### src/rtl/fifo_rd_stream.sv
// Read-side adapter: pops an async FIFO (1-cycle read latency) into a 2-entry
// skid buffer and presents the words as a valid/ready stream.
//
// state | meaning
// EMPTY | no buffered word, m_valid low
// ONE   | head holds the next word
// TWO   | head and tail both hold words, head delivered first
module fifo_rd_stream #(
  parameter int DATA_WIDTH = 8,
  parameter int CNT_WIDTH  = 16
) (
  input  logic                  rclk,
  input  logic                  rrst,
  input  logic                  fifo_empty,
  input  logic [DATA_WIDTH-1:0] fifo_rdata,
  output logic                  fifo_rd_en,
  input  logic                  flush,
  output logic                  m_valid,
  output logic [DATA_WIDTH-1:0] m_data,
  input  logic                  m_ready,
  output logic [CNT_WIDTH-1:0]  word_count,
  output logic                  overrun
);

  typedef enum logic [1:0] {
    EMPTY = 2'd0,
    ONE   = 2'd1,
    TWO   = 2'd2
  } occ_t;

  occ_t                  state_q, state_d;
  logic                  inflight_q;
  logic [DATA_WIDTH-1:0] head_q, head_d;
  logic [DATA_WIDTH-1:0] tail_q, tail_d;
  logic                  overrun_q, overrun_d;
  logic [CNT_WIDTH-1:0]  count_q;
  logic                  pop;
  logic                  arrive;
  logic [2:0]            demand;

  assign m_valid    = (state_q != EMPTY);
  assign m_data     = head_q;
  assign word_count = count_q;
  assign overrun    = overrun_q;
  assign pop        = m_valid && m_ready;
  // A word landing during flush belongs to the discarded stream.
  assign arrive     = inflight_q && !flush;

  // Slots committed after this edge; a new pop is allowed only if one stays free.
  assign demand     = {1'b0, state_q} + {2'b00, inflight_q} - {2'b00, pop};
  assign fifo_rd_en = !fifo_empty && !flush && !rrst && (demand < 3'd2);

  always_comb begin
    state_d   = state_q;
    head_d    = head_q;
    tail_d    = tail_q;
    overrun_d = overrun_q;
    case (state_q)
      EMPTY: begin
        if (arrive) begin
          state_d = ONE;
          head_d  = fifo_rdata;
        end
      end
      ONE: begin
        if (arrive && pop) begin
          head_d = fifo_rdata;
        end else if (arrive) begin
          state_d = TWO;
          tail_d  = fifo_rdata;
        end else if (pop) begin
          state_d = EMPTY;
        end
      end
      TWO: begin
        if (pop && arrive) begin
          head_d = tail_q;
          tail_d = fifo_rdata;
        end else if (pop) begin
          state_d = ONE;
          head_d  = tail_q;
        end else if (arrive) begin
          overrun_d = 1'b1;
        end
      end
      default: state_d = EMPTY;
    endcase
    if (flush) state_d = EMPTY;
  end

  always_ff @(posedge rclk) begin
    if (rrst) begin
      state_q    <= EMPTY;
      inflight_q <= 1'b0;
      head_q     <= '0;
      tail_q     <= '0;
      overrun_q  <= 1'b0;
      count_q    <= '0;
    end else begin
      state_q    <= state_d;
      inflight_q <= fifo_rd_en;
      head_q     <= head_d;
      tail_q     <= tail_d;
      overrun_q  <= overrun_d;
      count_q    <= count_q + {{(CNT_WIDTH-1){1'b0}}, pop};
    end
  end

endmodule

### config.mk
export PLATFORM = sky130hd
export DESIGN_NAME = fifo_rd_stream
export DESIGN_NICKNAME = d
export VERILOG_FILES = /design/src/rtl/fifo_rd_stream.sv
export SDC_FILE = /design/constraint.sdc
export NUM_CORES = 1
export LEC_CHECK = 0
export BUFFER_PORTS_ARGS = -buffer_cell sky130_fd_sc_hd__buf_2
export CAP_MARGIN = 15
export CORE_AREA = 2 2 50 86
export DETAILED_ROUTE_END_ITERATION = 6
export DIE_AREA = 0 0 52 88
export PLACE_DENSITY = 0.69
export RECOVER_POWER = 100
export SYNTH_ARGS = -nofsm -noshare
export SYNTH_HDL_FRONTEND = slang
export SYNTH_SLANG_ARGS = --single-unit
### constraint.sdc
create_clock -name rclk -period 2.85 [get_ports rclk]
set_clock_uncertainty 0.2 [all_clocks]
set_input_delay 0.285 -clock rclk [delete_from_list [all_inputs] [get_ports rclk]]
set_output_delay 0.285 -clock rclk [all_outputs]
set_load 0.1 [all_outputs]
## Word-level counts from Yosys, hierarchy flattened

Cells that the tools add are included.

- Add/sub/neg operators: 3
- Order comparisons: 1
- Eq/ne operators: 11
- Mux-type cells: 14
- Bitwise logic cells: 2
- Reduce and logical (&&, ||, !) cells: 18

Operator list:

| operator | number |
|---|---|
| two-way mux 8 bit | 5 |
| one-hot mux 8 bit (3 select lines) | 1 |
| adder 16 x 1 -> 16 bit | 1 |
| one-hot mux 8 bit (2 select lines) | 1 |
| != test 2 bit, second input constant | 7 |
| two-way mux 2 bit | 6 |
| AND reduction 4 bit | 3 |
| logical AND 1 bit | 6 |
| != test 3 bit, second input constant | 2 |
| one-hot mux 2 bit (3 select lines) | 1 |
| AND reduction 5 bit | 1 |
| nonzero test 2 bit | 2 |
| adder 2 x 1 -> 3 bit | 1 |
| logical NOT 1 bit | 3 |
| less-than comparator 3 x 2 -> 1 bit, second input constant | 1 |
| nonzero test 3 bit | 1 |
| subtractor 3 x 1 -> 3 bit | 1 |
| == test 2 x 1 -> 1 bit, second input constant | 1 |
| == test 2 bit, second input constant | 1 |
| logical NOT 2 bit | 1 |
| NOT 1 bit | 2 |
| OR reduction 2 bit | 1 |

- Register bits: 36
- Output and inout bits: 27

## Depth between registers and ports, before layout

Gate-level depths: netlist of the first run.

- Word-level depth: 6
- Depth in mapped cells: 8

## Worst setup path before layout of the first run

OpenSTA, ideal clock, no wires.

- Kind: register -> output
- Start point: reg state_q[1]
- End point: out fifo_rd_en
- Arrival time: 2.697 ns
- Slack: -0.332 ns
- Stages on the path, launching flop included: 7
- Buffers on the path: 1
- Cell sequence: dfxtp_1 > clkbuf_1 > or2_2 > nor2b_1 > fa_1 > xnor2_1 > and4b_1

- Longest elaborated chain between the ends: 5
- Elaborated cells on any way between the ends: 6
- Classes of those cells: add/sub: 2; order compare: 1; reduce/logical: 3

Ends and longest elaborated chain:

| item | RTL line | text |
|---|---|---|
| start: declaration | 31 | `occ_t state_q, state_d;` |
| start signal: assignment | 100 | `state_q <= state_d;` |
| nonzero test 2 bit | 41 | `assign m_valid = (state_q != EMPTY);` |
| net m_valid | 18 | `output logic m_valid,` |
| logical AND 1 bit | 45 | `assign pop = m_valid && m_ready;` |
| subtractor 3 x 1 -> 3 bit | 50 | `assign demand = {1'b0, state_q} + {2'b00, inflight_q} - {2'b00, pop};` |
| less-than comparator 3 x 2 -> 1 bit | 51 | `assign fifo_rd_en = !fifo_empty && !flush && !rrst && (demand < 3'd2);` |
| logical AND 1 bit | 51 |  |
| end: declaration | 16 | `output logic fifo_rd_en,` |

The timed path passes the listed nets, and every way through them passes these cells.

## Worst setup path after layout of the first run

- Start point: reg state_q[0]
- End point: out fifo_rd_en

- Longest elaborated chain between the ends: 5
- Elaborated cells on any way between the ends: 6
- Classes of those cells: add/sub: 2; order compare: 1; reduce/logical: 3

Ends and longest elaborated chain:

| item | RTL line |
|---|---|
| branches (longest 2 deep; another with adder 2 x 1 -> 3 bit) | - |
| subtractor 3 x 1 -> 3 bit * | 50 |
| less-than comparator 3 x 2 -> 1 bit * | 51 |
| logical AND 1 bit * | 51 |

Mark *: on every way between the ends.

==> results of run 1 <==
==> placed cells by master (no fill, tap or decap), types with 5 or more instances in the layout <==
cell type and count:
dfxtp_1 36, clkbuf_1 27, nand2_1 22, nand2b_1 19, buf_2 12, a21oi_1 10, nor2_1 9, mux2i_1 8
a211oi_1 8, a311oi_1 8, nor2b_1 7, clkbuf_8 7, nand3_1 5
==> layer usage <==
layer / wire length, um / share of wire
met2: 1890 / 0.51
met5: 0 / 0
met3: 190 / 0.052
met4: 72 / 0.020
met1: 1540 / 0.42
==> through the flow <==
step / power [mW] / cells / utilization / hold WS (ps)
floorplan: 0.602 / 200 / - / 164
global placement: 0.627 / 276 / 0.524 / 257
detailed placement: 0.628 / 276 / 0.524 / 265
CTS: 1.12 / 284 / 0.556 / 57.0
global route: 1.14 / 284 / 0.542 / 74.4
finish: 1.10 / 284 / 0.542 / 56.5
==> final timing paths <==
check	start	endpoint	slack, ps	depth (start not counted)
setup / recovery	state_q[0]	fifo_rd_en	190	6
hold / removal	flush	state_q[1]	60	2
setup reg to reg	state_q[1]	tail_q[3]	530	4
hold reg to reg	tail_q[1]	m_data[1]	270	2
==> cell type report <==
class	instances	area share
multi-input cells	147	0.472
clock buffers	7	0.0460
inverters	3	0.00537
flip-flops and latches	36	0.344
well taps	48	0.0287
repair buffers	42	0.0896
clock inverters	1	0.0143
==> registers in the layout, indices dropped and copies added (netlist names) <==
register / count
overrun: 1
state_q: 2
inflight_q: 1
m_data: 8
tail_q: 8
word_count: 16
==> power breakdown <==
part,internal [mW],switching (mW),leakage (nW)
Clock,0.309,0.182,0.0645
Sequential,0.508,0.00456,0.291
Combinational,0.0284,0.0709,0.375
Total,0.846,0.257,0.730
==> logic make-up (layout without fill, tap and decap cells) <==
logic type	count (synthesis)	count (layout)	synth area share
simple gates	90	90	0.288
buf+inv	17	53	0.0358
fa+ha+maj	3	3	0.0253
flops	36	36	0.405
compound gates	37	37	0.151
xor+xnor	5	5	0.0246
mux	12	12	0.0703
==> results.md, run 1 <==
* Outcome: complete, no violations
* TritonCTS clock tree: built
* ANT nets after route at 0
* Gpl congestion at approximately 0.77
* Clock-pin slew on the worst setup and hold paths at around 60 ps
* Largest cells by area after synthesis: dfxtp_1 40%, nand2b_1 6.7%, nand2_1 4.6%
* TritonCTS buffer count at 5
* Max-Slew Margin vs Limit at 0.215
* Startpoint types: register
* Mean Syn Cell Area at 8.90 um^2
* Clk_lat worst skew at 290 ps
* Multi-input logic area at 990 um^2
* Largest net degree at the start of global routing at 47
* Critical path buffer and inverter count at 1
* Most common cell in the netlist: dfxtp_1
* Post-Syn Area at 0.00178 mm^2
* Clock sinks at 36
* DR pass1 iterations at 4
* Sequential area share after synthesis at 0.405
* Crit Path Class: register to output port
* Top delay family on crit path: simple AND/OR/NAND/NOR gates
* Dpl ws at 522 ps
* Total grt overflow at 0
* DP Area at between 0.002 and 0.0025 mm^2
* RSZ-0062 raised after global routing: false
* P per Cell Area at 526 mW/mm^2
* Hold Violations, Final at 0
* Crit share post-route at 0.934
* Register area at 721 um^2
* TNS Setup at 0 ps
* Final Cell Area at 0.00210 mm^2
* Main synth FF type: dfxtp_1
* Post-synth ARST share at 0
* GR Util met2 at 0.316
* # setup viols final at 0
* Yosys reg bits at 36
* Share of cells above drive strength 1 at 0.136
* GR Util met1 at 0.194
* Die area at about 0.0046 mm^2
* CP max stage cell: fa_1
* Final #Nets at 251
* Final min period at 2660 ps
* CP max stage delay at 400 ps
* # Post-CTS Setup Buffers at 0
* Diodes inserted at 0
* Hold buffer count at cts at 0
* PortBufs at 39
* Routed vias/inst at between 5 and 6
* Met3 Resource Use GR at 0.0444
* Max Slew Vio Count at 0
* Cts repair resizes at 0
* Maximum root-to-sink buffer count at 2
* Core area at 0.00387 mm^2
* Ys Warns at 0
* Post-synth EDFFs at 0
* Crit path max fanout at 10
* Global-route wire length before repair at 6130 um
* Initial core utilization at 0.461
* Area delta synth->final at 17.7%
* GR peak layer: met2
* Critical Path AT at 2180 ps
* Crit path cell chain: or2_2, nor2b_1, fa_1, xnor2_1, and4b_4, buf_6
* Initial antenna violation count at 0
* Leakage power at roughly 0.73 nW
* Die Height at 88 um
* MaxCap Viol Count at 0
* VDD IR max at roughly 0.00055 V
* Area leader, netlist: dfxtp_1
* WL final at 3690 um
* Fillers at 388
* Io pins at 40
* Most frequent cells after synthesis: 36 x dfxtp_1, 22 x nand2_1, 19 x nand2b_1
* Syn Nets at 216
* Fin worst setup slack at roughly 190 ps
* Setup crit end kind: output port
* Post-synthesis cell count at 200
* GRT Util Overall at 0.177
* Initial DRC Count at 46
* H-tree levels at 2
* Cell Rows at 30
* DR DRC count at 0
* Routed vias at 1540
* Peak Freq at 376 MHz
* Least-Margin Pin Slew at about 1200 ps
* Synth unique cells at 40
* Share of the synthesized area in the top cell type at 0.405
* Critical path required time at 2370 ps
* Width of the die at 52 um
* Root buffer cell: clkbuf_8
* Worst hold path type: input port to register
* Routed wire per std cell at 13.0 um
* Vias in the first global route at 1390
* Post-DP HPWL at 2570 um
No activity file was read; power rests on OpenSTA's default activity.
==> run 2: changes to the inputs <==
--- a/constraint.sdc
+++ b/constraint.sdc
@@ -3,3 +3,3 @@
 set_input_delay 0.285 -clock rclk [delete_from_list [all_inputs] [get_ports rclk]]
 set_output_delay 0.285 -clock rclk [all_outputs]
-set_load 0.1 [all_outputs]
+set_load 0.01 [all_outputs]
==> run 2 against run 1 <==
Setup slack gained 40 ps. Flip-flop and latch count is the same. Largest power group unchanged. Count of clock-buffer cells in the layout shrank 1. Highest routed layer unchanged. Combinational power shrank 41%. Fmax grew 1.5%. Sequential power is essentially flat. Critical path type unchanged. Sequential share of layout area grew 0.78 points. Via count shrank 1.4%.
==> results.md, run 2 (synthesized netlist as in run 1, its figures left out) <==
* DR pass1 iterations at 4 (unchanged)
* MaxCap Viol Count at 0 (unchanged)
* Gpl congestion at 0.752 (-2.5%)
* Outcome: complete, no violations
* Setup crit end kind: output port
* Cell total after placement at 274 (-0.72%)
* H-tree levels at 2 (unchanged)
* VDD IR max at 0.000386 V (-30%)
* Routed vias at 1518 (-1.4%)
* Width of the die at 52 um (unchanged)
* TNS Setup at 0 ps (unchanged)
* Crit share post-route at 0.920 (-0.0139)
* Vias in the first global route at 1404 (+1.0%)
* Critical Path AT at 2140 ps (-40 ps)
* ANT nets after route at 0 (unchanged)
* Share of cells above drive strength 1 at 0.115 (-0.0202)
* Multi-input logic area at 981 um^2 (-0.88%)
* Hold buffer count at cts at 0 (unchanged)
* Hold Violations, Final at 0 (unchanged)
* P per Cell Area at 495 mW/mm^2 (-5.9%)
* Clock-pin slew on the worst setup and hold paths at 70 ps (about the same)
* Worst hold path type: input port to register
* Initial core utilization at 0.461 (unchanged)
* Least-Margin Pin Slew at 1030 ps (-151 ps)
* Post-DP HPWL at 2540 um (-1.2%)
* Maximum root-to-sink buffer count at 2 (unchanged)
* Initial antenna violation count at 0 (unchanged)
* Total Power at 1.02 mW (-8.0%)
* Diodes inserted at 0 (unchanged)
* # Post-CTS Setup Buffers at 0 (unchanged)
* Most frequent cells in the layout: 36 x dfxtp_1, 28 x clkbuf_1, 22 x nand2_1
* Io pins at 40 (unchanged)
* RSZ-0062 raised after global routing: false
* Cts repair resizes at 0 (unchanged)
* Final min period at 2620 ps (-39.5 ps)
* DR DRC count at 0 (unchanged)
* Clock sinks at 36 (unchanged)
* Area delta synth->final at 15.1%
* Initial DRC Count at 34 (-26%)
* Startpoint types: register
* Clock share of power at 0.437 (-0.008)
* Die Height at 88 um (unchanged)
* Cell Rows at 30 (unchanged)
* WL final at 3600 um (-2.3%)
* Routed vias/inst at 5.38 (-0.73%)
* Switching fraction of total power at 0.218 (-0.0158)
* GRT Util Overall at 0.178 (+0.00157)
* TritonCTS buffer count at 5 (unchanged)
* # setup viols final at 0 (unchanged)
* Die area at 0.00458 mm^2 (unchanged)
* Final core occ at 0.530 (-0.0120)
* Max FFs per register at 16 (unchanged)
* Final #Nets at 249 (-0.80%)
* PortBufs at 39 (unchanged)
* Final std cells w/o fill at 282 (-0.70%)
* Core area at 0.00387 mm^2 (unchanged)
* Peak Freq at 381 MHz (+1.5%)
* P_sw at 0.221 mW (-14%)
* Worst hold slack at 44.2 ps (-12.3 ps)
* Root buffer cell: clkbuf_8
* Total grt overflow at 0 (unchanged)
* Routed wire per std cell at 12.8 um (-1.6%)
* Largest net degree at the start of global routing at 36 (-23%)
* TritonCTS clock tree: built
* Register area at 721 um^2 (unchanged)
* Flop pwr share at 0.505 (+0.040)
* Comb pwr share at 0.058 (-0.032)
* Internal at 0.794 mW (-6.1%)
* Commonest non-fill, non-tap cell in the layout: dfxtp_1
* Critical path required time at 2370 ps (about the same)
* Crit Path Class: register to output port
* Max Slew Vio Count at 0 (unchanged)
* Fillers at 387 (-0.26%)
* Crit path max fanout at 12 (+2)
* Leakage power at 0.709 nW (-3.0%)
* Clk_lat worst skew at 290 ps (about the same)
* Global-route wire length before repair at 6200 um (+1.2%)
* Worst R2R Setup Slack at 500 ps (-30 ps)
* Max-Slew Margin vs Limit at 0.311 (+0.0957)
run 2: changes by cell type in the layout (fill, tap and decap cells not counted):
| cell | before | now |
|---|---|---|
| and4b_4 | 1 | 0 |
| and4b_1 | 1 | 2 |
| nor3b_1 | 1 | 2 |
| clkbuf_8 | 7 | 5 |
| clkinv_2 | 0 | 1 |
| buf_6 | 1 | 0 |
| nor3b_2 | 1 | 0 |
| buf_4 | 2 | 1 |
| clkbuf_1 | 27 | 28 |
run 2: power by group through the flow:
stage / Clock [mW] / Combinational (mW) / Sequential [mW]
after CTS: 0.454 / 0.0622 / 0.513
after global placement: 0 / 0.0612 / 0.525
after global routing: 0.479 / 0.0666 / 0.514
after floorplan: 0 / 0.0387 / 0.525
final: 0.443 / 0.0589 / 0.513
after detailed placement: 0 / 0.0620 / 0.525
run 2: final cells by class:
cell class                      count  area share
Clock inverter                      2      0.0171
Multi-Input combinational cell    147       0.479
Clock buffer                        6      0.0354
Timing Repair Buffer               40      0.0824
Sequential cell                    36       0.352
Tap cell                           48      0.0293
Inverter                            3     0.00549
run 2: path summary, 6_finish.rpt:
kind	endpoint	from	depth (start not counted)
max	fifo_rd_en	state_q[1]	6
min	state_q[1]	flush	2
max reg2reg	word_count[15]	state_q[1]	6
min reg2reg	tail_q[7]	tail_q[7]	2
run 2: per-layer routing:
metal | global-route usage | share of wire | vias to the layer above
met2 | 0.303 | 0.50 | 30
li1 | - | - | 781
met5 | 0 | 0 | -
met3 | 0.0478 | 0.051 | 6
met1 | 0.202 | 0.43 | 701
met4 | 0.0861 | 0.021 | 0
run 2: metrics by stage:
stage / setup WS (ps) / area [um^2]
final: 229 / 2050
after global routing: 57.1 / 2050
after CTS: 228 / 2100
after detailed placement: 466 / 1990
after global placement: 526 / 1990
after floorplan: 508 / 1780
run 2: worst max-delay path: stages (launching register included):
cell and delay (ps):
dfxtp_1 430, or2_2 350, nor2b_1 150, fa_1 400, xnor2_1 160, and4b_1 210
clkbuf_1 150
